$ cat config.mk
export PLATFORM = sky130hd
export DESIGN_NAME = rc4_key_sequencer
export DESIGN_NICKNAME = d
export VERILOG_FILES = /design/src/rtl/rc4_pkg.sv /design/src/rtl/rc4_char_check.sv /design/src/rtl/rc4_key_sequencer.sv
export SDC_FILE = /design/constraint.sdc
export NUM_CORES = 1
export LEC_CHECK = 0
export CAP_MARGIN = 5
export CELL_PAD_IN_SITES_DETAIL_PLACEMENT = 0
export CELL_PAD_IN_SITES_GLOBAL_PLACEMENT = 2
export CORE_MARGIN = 2
export CORE_UTILIZATION = 25
export CTS_CLUSTER_SIZE = 12
export DETAILED_ROUTE_END_ITERATION = 16
export HOLD_SLACK_MARGIN = 0.02
export PLACE_DENSITY = 0.83
export RECOVER_POWER = 100
export SETUP_SLACK_MARGIN = 0.1
export SLEW_MARGIN = 40
export SYNTH_ARGS = -nofsm -noshare
export SYNTH_HDL_FRONTEND = slang
export SYNTH_SLANG_ARGS = --single-unit
$ cat constraint.sdc
create_clock -name clk -period 3.3 [get_ports clk]
set_clock_uncertainty 0.15 [all_clocks]
set_input_delay 0.66 -clock clk [delete_from_list [all_inputs] [get_ports clk]]
set_output_delay 0.66 -clock clk [all_outputs]
set_load 0.01 [all_outputs]
$ cat src/rtl/rc4_pkg.sv
// Shared definitions for the RC4 key-search control path: phase select
// codes driven to the RAM controller, the key sequencer state encoding and
// the accepted plaintext character range.
package rc4_pkg;

    // One-hot phase select driven on the controller's mode input
    localparam logic [2:0] MODE_IDLE = 3'b000;
    localparam logic [2:0] MODE_INIT = 3'b001;
    localparam logic [2:0] MODE_SHUF = 3'b010;
    localparam logic [2:0] MODE_DECR = 3'b100;

    // Plaintext is accepted only if every byte is 'a'..'z' or a space
    localparam int unsigned CHAR_LO    = 97;
    localparam int unsigned CHAR_HI    = 122;
    localparam int unsigned CHAR_SPACE = 32;

    typedef enum logic [3:0] {
        KS_IDLE,
        KS_INIT,
        KS_GAP0,
        KS_SHUF,
        KS_GAP1,
        KS_DECR,
        KS_GAP2,
        KS_CK_ADDR,
        KS_CK_CMP,
        KS_NEXT_KEY,
        KS_FOUND,
        KS_FAIL
    } keyseq_state_t;

endpackage

$ cat src/rtl/rc4_char_check.sv
// Combinational plaintext filter: flags a byte as acceptable when it is a
// lowercase ASCII letter or a space. Kept separate so parallel searchers
// can instantiate one per lane.
module rc4_char_check #(
    parameter int RAM_WIDTH = 8
) (
    input  logic [RAM_WIDTH-1:0] i_byte,
    output logic                 o_valid
);
    import rc4_pkg::*;

    logic [31:0] w_val;

    assign w_val   = 32'(i_byte);
    assign o_valid = ((w_val >= CHAR_LO) && (w_val <= CHAR_HI)) || (w_val == CHAR_SPACE);

endmodule

$ cat src/rtl/rc4_key_sequencer.sv
// RC4 key search sequencer. For each candidate key it runs the controller
// through S-box init, key shuffle and decrypt (one-hot mode select, one idle
// gap cycle between phases), then reads the decrypted message back and
// accepts the key only if every byte is lowercase ASCII or space.
//
// Build option KEYSEQ_CHECK_EN:
//   defined   - full search: message check, key stepping, FOUND or FAIL.
//   undefined - single-key decrypt: after the last gap go straight to FOUND;
//               the read address is tied to 0 and fail is never raised.
module rc4_key_sequencer #(
    parameter int RAM_WIDTH          = 8,
    parameter int KEY_LENGTH         = 3,
    parameter int KEY_BITS           = 22,
    parameter int MESSAGE_LENGTH     = 32,
    parameter int MESSAGE_LOG_LENGTH = 5,
    parameter int NUM_DEVICES        = 3
) (
    input  logic                                  clk,
    input  logic                                  reset,
    input  logic                                  start,
    input  logic [KEY_BITS-1:0]                   key_start,
    input  logic [NUM_DEVICES-1:0]                finish_bus,
    output logic [2:0]                            mode,
    output logic [KEY_LENGTH-1:0][RAM_WIDTH-1:0]  key,
    output logic [MESSAGE_LOG_LENGTH-1:0]         aRdAddr,
    input  logic [RAM_WIDTH-1:0]                  aOut,
    output logic                                  busy,
    output logic                                  found,
    output logic                                  fail
);
    import rc4_pkg::*;

    keyseq_state_t                       r_state;
    keyseq_state_t                       w_state_nxt;
    logic [KEY_BITS-1:0]                 r_key;
    logic                                w_load_key;
    logic                                w_inc_key;
    logic [KEY_LENGTH*RAM_WIDTH-1:0]     w_key_ext;

`ifdef KEYSEQ_CHECK_EN
    localparam logic [MESSAGE_LOG_LENGTH-1:0] IDX_LAST = MESSAGE_LOG_LENGTH'(MESSAGE_LENGTH - 1);

    logic [MESSAGE_LOG_LENGTH-1:0]       r_idx;
    logic                                w_idx_clr;
    logic                                w_idx_inc;
    logic                                w_byte_ok;

    rc4_char_check #(
        .RAM_WIDTH (RAM_WIDTH)
    ) u_char_check (
        .i_byte  (aOut),
        .o_valid (w_byte_ok)
    );
`else
    // Read data is not inspected in the single-key build
    logic w_unused_aout;
    assign w_unused_aout = ^aOut;
`endif

    // Next-state and key/index control; start is honoured only while parked
    always_comb begin
        w_state_nxt = r_state;
        w_load_key  = 1'b0;
        w_inc_key   = 1'b0;
`ifdef KEYSEQ_CHECK_EN
        w_idx_clr   = 1'b0;
        w_idx_inc   = 1'b0;
`endif
        case (r_state)
            KS_IDLE, KS_FOUND, KS_FAIL: begin
                if (start) begin
                    w_state_nxt = KS_INIT;
                    w_load_key  = 1'b1;
`ifdef KEYSEQ_CHECK_EN
                    w_idx_clr   = 1'b1;
`endif
                end
            end
            KS_INIT: if (finish_bus[0]) w_state_nxt = KS_GAP0;
            KS_GAP0: w_state_nxt = KS_SHUF;
            KS_SHUF: if (finish_bus[1]) w_state_nxt = KS_GAP1;
            KS_GAP1: w_state_nxt = KS_DECR;
            KS_DECR: if (finish_bus[2]) w_state_nxt = KS_GAP2;
`ifdef KEYSEQ_CHECK_EN
            KS_GAP2:    w_state_nxt = KS_CK_ADDR;
            KS_CK_ADDR: w_state_nxt = KS_CK_CMP;
            KS_CK_CMP: begin
                if (!w_byte_ok) begin
                    w_state_nxt = KS_NEXT_KEY;
                end else if (r_idx == IDX_LAST) begin
                    w_state_nxt = KS_FOUND;
                end else begin
                    w_state_nxt = KS_CK_ADDR;
                    w_idx_inc   = 1'b1;
                end
            end
            KS_NEXT_KEY: begin
                // Top of the key space is terminal; the counter never wraps
                if (&r_key) begin
                    w_state_nxt = KS_FAIL;
                end else begin
                    w_state_nxt = KS_INIT;
                    w_inc_key   = 1'b1;
                    w_idx_clr   = 1'b1;
                end
            end
`else
            KS_GAP2: w_state_nxt = KS_FOUND;
`endif
            default: w_state_nxt = KS_IDLE;
        endcase
    end

    // Phase select is a pure function of state so reset forces 000 at once
    always_comb begin
        mode = MODE_IDLE;
        case (r_state)
            KS_INIT: mode = MODE_INIT;
            KS_SHUF: mode = MODE_SHUF;
            KS_DECR: mode = MODE_DECR;
            default: mode = MODE_IDLE;
        endcase
    end

    // Zero-extend the search counter onto the controller key bytes
    always_comb begin
        w_key_ext                 = '0;
        w_key_ext[KEY_BITS-1:0]   = r_key;
    end

    assign key   = w_key_ext;
    assign busy  = (r_state != KS_IDLE) && (r_state != KS_FOUND) && (r_state != KS_FAIL);
    assign found = (r_state == KS_FOUND);

`ifdef KEYSEQ_CHECK_EN
    assign fail    = (r_state == KS_FAIL);
    assign aRdAddr = r_idx;
`else
    assign fail    = 1'b0;
    assign aRdAddr = '0;
`endif

    // State register
    always_ff @(posedge clk or negedge reset) begin
        if (!reset) begin
            r_state <= KS_IDLE;
        end else begin
            r_state <= w_state_nxt;
        end
    end

    // Key counter: loaded on accepted start, stepped only on NEXT_KEY exit
    always_ff @(posedge clk or negedge reset) begin
        if (!reset) begin
            r_key <= '0;
        end else if (w_load_key) begin
            r_key <= key_start;
        end else if (w_inc_key) begin
            r_key <= r_key + KEY_BITS'(1);
        end
    end

`ifdef KEYSEQ_CHECK_EN
    // Message byte index, held across the address/compare pair
    always_ff @(posedge clk or negedge reset) begin
        if (!reset) begin
            r_idx <= '0;
        end else if (w_idx_clr) begin
            r_idx <= '0;
        end else if (w_idx_inc) begin
            r_idx <= r_idx + MESSAGE_LOG_LENGTH'(1);
        end
    end
`endif

endmodule

==> results of run 1 <==
through the flow:
step,std cells,power (mW),instance area [um^2]
floorplan,100,1.18,1310
CTS,217,1.85,1910
global route,217,1.74,1850
finish,217,1.61,1850
global placement,213,1.56,1840
detailed placement,213,1.58,1840
layout make-up:
class | count | area (um^2) | share of cell area
tap | 70 | 87.6 | 0.0474
clock inverter | 1 | 30.0 | 0.0163
sequential | 26 | 651 | 0.352
clock buffer | 3 | 41.3 | 0.0224
timing repair buffer | 56 | 548 | 0.297
inverter | 1 | 3.75 | 0.00203
multi-input combinational | 60 | 485 | 0.263
sequential cells by signal, summed over array words and instances, names as in the netlist:
signal and count:
r_state 4, r_key 22
cells in the mapped netlist:
cell type / number
nand3_1: 3
mux2i_1: 1
buf_6: 3
inv_1: 1
o21ai_2: 1
and3b_1: 2
a21oi_1: 2
a31o_2: 1
o311ai_0: 1
nor2b_1: 2
buf_2: 1
conb_1: 1
nor3b_1: 1
mux2_2: 2
nor2_1: 8
nor4_4: 1
buf_4: 9
o21ba_2: 1
nand2b_1: 2
dfrtp_1: 26
o2bb2ai_1: 1
mux2_4: 20
nand2_1: 3
power breakdown:
group          leakage, nW  internal (mW)  total (mW)  switching, mW
combinational        0.432          0.443       0.754          0.311
sequential           0.311          0.480       0.601          0.121
clock               0.0357          0.162       0.258         0.0962
total                0.778           1.08        1.61          0.528
final timing paths:
check / endpoint / startpoint / slack [ns]
max in group asynchronous: r_key[4] / reset / 1.12
worst min-delay path: r_key[0] / r_key[0] / 0.34
worst min register to register: r_key[0] / r_key[0] / 0.34
min in group asynchronous: r_key[18] / reset / 1.09
worst max register to register: r_key[7] / r_state[2] / 0.91
worst max-delay path: found / r_state[2] / 0.58
layer usage:
metal / wire, um / global-route usage / vias up
li1: - / - / 409
met1: 1130 / 0.125 / 398
met2: 1220 / 0.142 / 37
met3: 197 / 0.0172 / 0
met5: 0 / 0 / -
met4: 0 / 0.0175 / 0
layout by cell type, fill, tap and decap left out, types with 3 or more instances in the layout:
cell,netlist,layout
conb_1,1,8
nand3_1,3,3
mux2_1,0,18
nand2_1,3,3
dfrtp_1,26,26
dlygate4sd3_1,0,29
nor2_1,8,8
clkbuf_8,0,3
clkdlybuf4s50_1,0,25
kinds of logic (layout without fill, tap and decap cells):
family	after synthesis	count (layout)	synth area share
multiplexers	23	23	0.260
AND/OR/NAND/NOR	22	22	0.0997
buffers and inverters	14	61	0.0860
flip-flops	26	26	0.508
other	1	8	0.00293
AO/OA/AOI/OAI	7	7	0.0430
==> results.md, run 1 <==
- Outcome: finished clean
- Layout cell share with drive strength beyond 1: 0.0816
- Remaining global-route overflow: 0
- Final Net Count: 184
- Critical path arrival: about 1.9 ns
- Largest fanout on the critical path: 10
- RSZ-0062 raised after global routing: false
- Number of antenna repair diodes: 0
- Number of fill cells in the layout: 533
- Die Width: 75.6 um
- Clock H-tree levels: 1
- Flip-flop and latch count after synthesis: 26
- Maximum achievable frequency: 0.368 GHz
- Ports placed on the boundary: 71
- Number of buffers created by CTS: 3
- Final Hold Viols: 0
- Root buffer cell: clkbuf_8
- Leakage power: 0.778 nW
- Clock insertion delay at the later pin of the skew report: 0.26 ns
- Overall track demand over capacity in global routing: 0.0885
- Warnings from Yosys: 0
- Post-DP HPWL: 2.05 mm
- Final Cycle Share: 0.823
- Min Tclk post-route: 2.72 ns
- Syn-to-layout area delta: 44.3%
- Initial core utilization: 0.255
- Number of antenna-violating nets in the routed design: 0
- First-pass GRT wire length: 3.95 mm
- Worst-margin pin slew: roughly 1.4 ns
- Cells after Synth: 93
- CTS tree: yes
- Crit-path cells: nor2b_1, and3b_1, dlygate4sd3_1
- Worst rel slew slack: 0.0873
- Avg Vias per Cell: 3.89
- # clock sinks: 26
- Final setup TNS: 0 ns
- Combined buffer and inverter count along the critical path: 1
- Die Outline Area: 5710 um^2
- Deepest clock path buffer count: 2
- Die Y: 75.6 um
- Critical Path Stages: 3
- Maximum cell stage delay along the critical path: 0.60 ns
- Final weighted congestion in routability-driven placement: 0.731
- Max VDD drop: 232 uV
- Core footprint: 5010 um^2
- Number of cells on the worst reg-to-reg path: 4
- Number of iterations in the first detailed-routing pass: 4
- Max-cap violations: 0
- Biggest area consumer among synthesized cells: dfrtp_1
- Critical-path cell with the highest stage delay: dlygate4sd3_1
- Netlist Area Pre-Place: 1280 um^2
- Via count of the first global-routing pass: about 850
- Clock-pin slew of the registers on the worst-case setup and hold paths: 0.09 ns
- Hold WS: ~0.34 ns
- Req. time, crit path: 2.49 ns
- Dominant cells by area after synthesis: dfrtp_1 (51%), mux2_4 (23%), buf_4 (5.3%)
- Number of antenna violations at the first check in global routing: 0
- Final setup vio count: 0
- Capturing element type of the critical path: output port
- Hold buffer count at cts: 0
- # port buffers: 54
- Number of DRC violations after detailed routing: 0
- Total number of placement rows: 26
- Synth unique cells: 23
- Maximum number of pins on one net before global-route repair: 27
- Total power divided by cell area: 873 nW/um^2
- Post-place setup slack: about 0.78 ns
- Mean post-synth cell area: 13.8 um^2
- Kind of launch point of the worst setup path: flip-flop
- Share of the core filled with cells: 0.369
- Worst hold path class: flip-flop to flip-flop
- Detailed router's first-iteration violation count: 19
- WL/cell: 11.7 um
- Slew Limit Fails: 0
- Count of instances resized after the clock tree is built: 0
- Post-CTS Setup Inserts: 0
- Hold Path Depth: 1
- Part of the Yosys area used for sequential elements: 0.508
- Category of cells accounting for the largest share of critical-path delay: buffers and inverters
- Setup CP Type: flip-flop to output port
- Total routed wirelength: 2.55 mm
- Fraction of post-synthesis cell area in the top cell type by area: 0.508
- Post-layout worst setup margin: 0.585 ns
- Via Count: 844
No activity file was read; power rests on OpenSTA's default activity.
==> run 2: changes to the inputs <==
- CORE_UTILIZATION: 25 -> 21
- PLACE_DENSITY: 0.83 -> 0.74
- clock period: 3.3 -> 2.4 ns (I/O delays scaled with it)
==> run 2 against run 1 <==
  * Total power rose by 48%
  * Largest cell class unchanged
  * Clock power rose by 38%
  * Critical endpoint unchanged
  * Register-to-register slack got worse by 0.61 ns
  * Non-clock buffer count rose by 14
  * Worst setup slack got worse by 0.39 ns
  * Critical path type unchanged
  * Wire length rose by 5.7%
  * Cell area rose by 6.4%
  * Core utilization fell by 3.7 points
  * Global-route usage barely moved
==> results.md, run 2 (synthesis results as in run 1) <==
- Avg Vias per Cell: 3.95 (was 3.89)
- Setup CP Type: flip-flop to output port (unchanged)
- Min Tclk post-route: 2.21 ns
- RSZ-0062 raised after global routing: false (unchanged)
- Overall track demand over capacity in global routing: 0.0881 (was 0.0885)
- Via Count: 933 (was 844)
- # clock sinks: 26 (unchanged)
- Via count of the first global-routing pass: 962 (was 853)
- Number of DRC violations after detailed routing: 0 (unchanged)
- Final setup vio count: 0 (unchanged)
- Deepest clock path buffer count: 2 (unchanged)
- Total number of placement rows: 28 (was 26)
- Post-Place Cells: 220 (was 213)
- WL/cell: 11.4 um (was 11.7 um)
- Number of antenna-violating nets in the routed design: 0 (unchanged)
- Initial core utilization: 0.216 (was 0.255)
- Number of antenna violations at the first check in global routing: 0 (unchanged)
- Category of cells accounting for the largest share of critical-path delay: buffers and inverters (unchanged)
- Biggest register: r_key (unchanged)
- Number of iterations in the first detailed-routing pass: 4 (unchanged)
- Maximum number of pins on one net before global-route repair: 27 (unchanged)
- Leading cell types in the layout, fill and taps excluded: clkdlybuf4s50_1 (27), dlygate4sd3_1 (24), dfrtp_1 (23), mux2_1 (16), buf_4 (11) (was dlygate4sd3_1 (29), dfrtp_1 (26), clkdlybuf4s50_1 (25), mux2_1 (18))
- Final Cycle Share: 0.920
- Detailed router's first-iteration violation count: 12 (was 19)
- Req. time, crit path: 1.77 ns (was 2.49 ns)
- Max VDD drop: 629 uV (was 232 uV)
- Outcome: finished clean (unchanged)
- Capturing element type of the critical path: output port (unchanged)
- Number of antenna repair diodes: 0 (unchanged)
- CTS tree: yes (unchanged)
- Final Net Count: 198 (was 184)
- Post-DP HPWL: 1.96 mm (was 2.05 mm)
- Slew Limit Fails: 0 (unchanged)
- Clock insertion delay at the later pin of the skew report: 0.26 ns (about the same)
- Total power divided by cell area: 1210 nW/um^2 (was 873 nW/um^2)
- Kind of launch point of the worst setup path: flip-flop (unchanged)
- Final setup TNS: 0 ns (unchanged)
- Die Width: 82.1 um (was 75.6 um)
- Clock-pin slew of the registers on the worst-case setup and hold paths: 0.09 ns (about the same)
- Hold buffer count at cts: 0 (unchanged)
- First-pass GRT wire length: 4.58 mm (was 3.95 mm)
- Core footprint: 5920 um^2 (was 5010 um^2)
- Critical path arrival: 1.58 ns (was 1.91 ns)
- Number of buffers created by CTS: 3 (unchanged)
- Ports placed on the boundary: 71 (unchanged)
- Regs by FF count: r_key x22, r_state x4 (unchanged)
- Final Instance Area: 1960 um^2 (was 1850 um^2)
- Maximum cell stage delay along the critical path: 0.53 ns (was 0.60 ns)
- Root buffer cell: clkbuf_8 (unchanged)
- Die Outline Area: 6740 um^2 (was 5710 um^2)
- Remaining global-route overflow: 0 (unchanged)
- Combined buffer and inverter count along the critical path: 1 (unchanged)
- Total routed wirelength: 2.69 mm (was 2.55 mm)
- Clock H-tree levels: 1 (unchanged)
- Worst hold path class: flip-flop to flip-flop (unchanged)
- Critical-path cell with the highest stage delay: clkdlybuf4s50_1 (was dlygate4sd3_1)
- Largest fanout on the critical path: 5 (was 10)
- Cell Area, Placed: 1870 um^2 (was 1840 um^2)
- # port buffers: 54 (unchanged)
- Max-cap violations: 0 (unchanged)
- Crit-path cells: nor2b_2, and3b_1, clkdlybuf4s50_1 (was nor2b_1, and3b_1, dlygate4sd3_1)
- Leakage power: 0.846 nW (was 0.778 nW)
- Layout cell share with drive strength beyond 1: 0.199 (was 0.0816)
- Hold WS: 0.342 ns (was 0.340 ns)
- Maximum achievable frequency: 0.453 GHz
- Final weighted congestion in routability-driven placement: 0.664 (was 0.731)
- Max FFs per register: 22 (unchanged)
- Final Hold Viols: 0 (unchanged)
- Most common cell after layout, fill and taps aside: clkdlybuf4s50_1 (was dlygate4sd3_1)
- Post-Layout Cell Count: 236 (was 217)
- Syn-to-layout area delta: 53.5% (was 44.3%)
- Die Y: 82.1 um (was 75.6 um)
-- run 2: cell types whose count changed in the layout (fill, tap and decap cells not counted), moves of 2 or more --
cell / delta
buf_4: +11
dlygate4sd3_1: -5
dfrtp_1: -3
dfrtp_2: +3
clkbuf_4: +2
clkdlybuf4s25_1: +2
clkdlybuf4s50_1: +2
mux2_1: -2
mux2_4: +2
-- run 2: worst reg2reg max path: stages, from the launching register on --
cell	delay (ns)
dfrtp_2	0.44
clkbuf_4	0.14
nor4_1	0.39
clkbuf_1	0.19
o21ai_4	0.07
clkbuf_1	0.24
mux2_1	0.37
-- run 2: layout make-up --
class	count	area, um^2
Fill cell	609	3960
Sequential cell	26	654
Timing Repair Buffer	70	653
Multi-Input combinational cell	60	488
Tap cell	75	93.8
Clock buffer	3	41.3
Clock inverter	1	30.0
Inverter	1	3.75
-- run 2: per-layer routing --
layer | share of wire | vias up | track usage
met3 | 0.062 | 2 | 0.0308
li1 | - | 440 | -
met5 | 0 | - | 0
met1 | 0.40 | 458 | 0.108
met4 | 0.0071 | 0 | 0.0117
met2 | 0.53 | 33 | 0.152
-- run 2: worst paths after layout --
path / from / endpoint / slack [ns] / cells past startpoint
max: r_state[2] / found / 0.19 / 3
min: r_key[0] / r_key[0] / 0.34 / 1
max reg2reg: r_state[1] / r_key[15] / 0.30 / 6
min reg2reg: r_key[0] / r_key[0] / 0.34 / 1
max in group asynchronous: reset / r_state[0] / 1.34 / 2
min in group asynchronous: reset / r_key[1] / 0.50 / 2
-- run 2: where the power goes --
part	internal (mW)	total [mW]	switching, mW
registers	0.665	0.794	0.130
logic	0.742	1.24	0.494
clock network	0.223	0.356	0.133
total	1.63	2.39	0.756
-- run 2: what timing repair did --
action	in CTS	in global routing
gates resized for setup	6	4
endpoints found under the setup margin	5	5
buffers inserted	5	7
pin swaps	1	1
-- run 2: per-stage QoR --
step | power [mW] | setup slack (ns) | utilization
global route | 2.59 | 0.0960 | 0.332
CTS | 2.65 | 0.0992 | 0.336
detailed placement | 2.20 | 0.313 | 0.316
finish | 2.39 | 0.192 | 0.332
floorplan | 1.62 | 0.770 | -
global placement | 2.18 | 0.271 | 0.316
==> run 3: changes to the inputs <==
- CELL_PAD_IN_SITES_DETAIL_PLACEMENT: 0 -> 1
- CELL_PAD_IN_SITES_GLOBAL_PLACEMENT: 2 -> 1
- CORE_UTILIZATION: 21 -> 26
- SYNTH_HIERARCHICAL: default -> 1
==> run 3 against run 2 <==
  * Non-clock buffer count shrank 4
  * Cell count shrank 5.1%
  * Die area shrank 18%
  * Combinational power is essentially flat
  * Hold slack gained 0.0017 ns
  * Largest power group unchanged
==> results.md, run 3 <==
- Most used standard cell by instance count after synthesis: dfrtp_1 (unchanged)
- Total design power: 2.31 mW (was 2.39 mW)
- Max VDD drop: 415 uV (was 629 uV)
- Maximum achievable frequency: 0.458 GHz (was 0.453 GHz)
- Hold buffer count at cts: 0 (unchanged)
- Die Width: 74.2 um (was 82.1 um)
- RSZ-0062 raised after global routing: false (unchanged)
- Clock insertion delay at the later pin of the skew report: 0.26 ns (about the same)
- Setup CP Type: flip-flop to output port (unchanged)
- Total routed wirelength: 3.07 mm (was 2.69 mm)
- Core footprint: 4720 um^2 (was 5920 um^2)
- Share of the core filled with cells: 0.407 (was 0.332)
- Worst hold path class: flip-flop to flip-flop (unchanged)
- Via count of the first global-routing pass: 923 (was 962)
- Cells after Synth: 93 (unchanged)
- Initial core utilization: 0.271 (was 0.216)
- Slew Limit Fails: 0 (unchanged)
- Netlist Area Pre-Place: 1280 um^2 (unchanged)
- Number of buffers created by CTS: 3 (unchanged)
- Worst-margin pin slew: around 0.58 ns
- Async set-reset flop share out of synthesis: 1.00 (unchanged)
- Biggest area consumer among synthesized cells: dfrtp_1 (unchanged)
- Detailed router's first-iteration violation count: 31 (was 12)
- Kind of launch point of the worst setup path: flip-flop (unchanged)
- Mean post-synth cell area: 13.8 um^2 (unchanged)
- Overall track demand over capacity in global routing: 0.113 (was 0.0881)
- First-pass GRT wire length: 4.76 mm (was 4.58 mm)
- Parity-gate share of the synthesized area counting xor and xnor cells: 0 (unchanged)
- Final setup TNS: 0 ns (unchanged)
- Root buffer cell: clkbuf_8 (unchanged)
- Layout cell share with drive strength beyond 1: 0.166 (was 0.199)
- Capturing element type of the critical path: output port (unchanged)
- Final Net Count: 194 (was 198)
- Clock H-tree levels: 1 (unchanged)
- Post-Synth Simple-Gate Area: 0.0997 (unchanged)
- Number of antenna repair diodes: 0 (unchanged)
- Worst reg2reg setup slack: 0.42 ns (was 0.30 ns)
- Number of iterations in the first detailed-routing pass: 3 (was 4)
- Final setup vio count: 0 (unchanged)
- Leakage power: 0.839 nW (was 0.846 nW)
- Via Count: 914 (was 933)
- Number of enable-type register cells in the synthesized netlist: 0 (unchanged)
- Total number of placement rows: 25 (was 28)
- Ports placed on the boundary: 71 (unchanged)
- # port buffers: 54 (unchanged)
- Clock-pin slew of the registers on the worst-case setup and hold paths: 0.09 ns (about the same)
- Die Y: 74.2 um (was 82.1 um)
- Max-cap violations: 0 (unchanged)
- CTS tree: yes (unchanged)
- Leading cell types in the layout, fill and taps excluded: clkdlybuf4s50_1 (26), dlygate4sd3_1 (24), dfrtp_1 (24), mux2_1 (19), buf_4 (10) (was clkdlybuf4s50_1 (27), dlygate4sd3_1 (24), dfrtp_1 (23), mux2_1 (16), buf_4 (11))
- Synth unique cells: 23 (unchanged)
- Dominant cells by area after synthesis: dfrtp_1 (51%), mux2_4 (23%), buf_4 (5.3%) (unchanged)
- Critical path arrival: 1.56 ns (was 1.58 ns)
- Number of antenna violations at the first check in global routing: 0 (unchanged)
- # clock sinks: 26 (unchanged)
- WL/cell: 13.7 um (was 11.4 um)
- Flip-flop and latch count after synthesis: 26 (unchanged)
- Synth cell count leaders: dfrtp_1 (26), mux2_4 (20), buf_4 (9) (unchanged)
- Max FFs per register: 22 (unchanged)
- Biggest register: r_key (unchanged)
- Syn-to-layout area delta: 50.0% (was 53.5%)
- Most common cell after layout, fill and taps aside: clkdlybuf4s50_1 (unchanged)
- Compound-cell area share of the yosys netlist: 0.0430 (unchanged)
- Part of the Yosys area used for sequential elements: 0.508 (unchanged)
- Synthesized-area fraction occupied by adder cells: 0 (unchanged)
- Largest fanout on the critical path: 4 (was 5)
- Portion of netlist area occupied by mux cells: 0.260 (unchanged)
- Remaining global-route overflow: 0 (unchanged)
- Regs by FF count: r_key x22, r_state x4 (unchanged)
- Total power divided by cell area: 1200 nW/um^2 (was 1210 nW/um^2)
- Deepest clock path buffer count: 2 (unchanged)
- Avg Vias per Cell: 4.08 (was 3.95)
- Post-place setup slack: 0.225 ns (was 0.313 ns)
- Post-layout worst setup margin: 0.215 ns (was 0.192 ns)
- Post-DP HPWL: 2.31 mm (was 1.96 mm)
- Req. time, crit path: 1.77 ns (about the same)
- Min Tclk post-route: 2.19 ns (was 2.21 ns)
- Worst rel slew slack: 0.611
- Final Cycle Share: 0.911 (was 0.920)
- Maximum number of pins on one net before global-route repair: 27 (unchanged)
- Final weighted congestion in routability-driven placement: 0.794 (was 0.664)
- Number of antenna-violating nets in the routed design: 0 (unchanged)
- Primary flip-flop cell chosen by synthesis mapping: dfrtp_1 (unchanged)
- Dominant combinational cell family by area after synthesis: multiplexers (unchanged)
- Fraction of post-synthesis cell area in the top cell type by area: 0.508 (unchanged)
- Number of DRC violations after detailed routing: 0 (unchanged)
- Final Hold Viols: 0 (unchanged)
- Outcome: finished clean (unchanged)
- Die Outline Area: 5500 um^2 (was 6740 um^2)
- Warnings from Yosys: 6 (was 0)
## run 3: cell families (layout without fill, tap and decap cells)
family,after synthesis,in the layout
AO/OA/AOI/OAI,7,7
flip-flops,26,26
AND/OR/NAND/NOR,22,22
multiplexers,23,23
other,1,8
buffers and inverters,14,71
## run 3: final timing paths
kind                             from          to  cells after the start
min in group asynchronous       reset    r_key[1]                      2
min reg2reg                  r_key[8]    r_key[8]                      1
max reg2reg                r_state[0]    r_key[6]                      4
min                          r_key[8]    r_key[8]                      1
max                        r_state[2]     mode[1]                      4
max in group asynchronous       reset  r_state[1]                      2
## run 3: metal layers
layer  up-vias  GRT usage  routed length (um)
met1       434      0.151                1250
met3         2     0.0271                 299
li1        433          -                   -
met5         -          0                   0
met2        45      0.189                1510
met4         0     0.0182                   4
## run 3: timing repair
| action | 4_1_cts | 5_1_grt |
|---|---|---|
| endpoints found under the setup margin | 5 | 5 |
| pin swaps | 0 | 0 |
| setup buffers | 5 | 4 |
| gates resized for setup | 7 | 5 |
| gates cloned | 0 | 0 |
## run 3: report_power, final
part           leakage, nW  internal [mW]  switching (mW)
Clock               0.0288          0.146           0.127
Combinational        0.502          0.725           0.498
Sequential           0.308          0.664           0.151
## run 3: cell type report
class,count,area (um^2)
inverters,1,3.75
flip-flops and latches,26,653
repair buffers,66,639
fillers,523,2800
clock buffers,4,55.1
well taps,67,83.8
multi-input cells,60,485
## run 3: critical path: stages (launching register included)
cell and delay [ns]:
dfrtp_2 0.47, nor2b_4 0.14, nand2_1 0.06, nor2_1 0.08, clkdlybuf4s50_1 0.54
## run 3: stage by stage
step,hold slack (ns),std cells,cell area (um^2)
after floorplan,0.0344,100,1310
after global placement,0.337,211,1860
after detailed placement,0.348,211,1860
after CTS,0.369,220,1980
after global routing,0.375,224,1920
final,0.344,224,1920
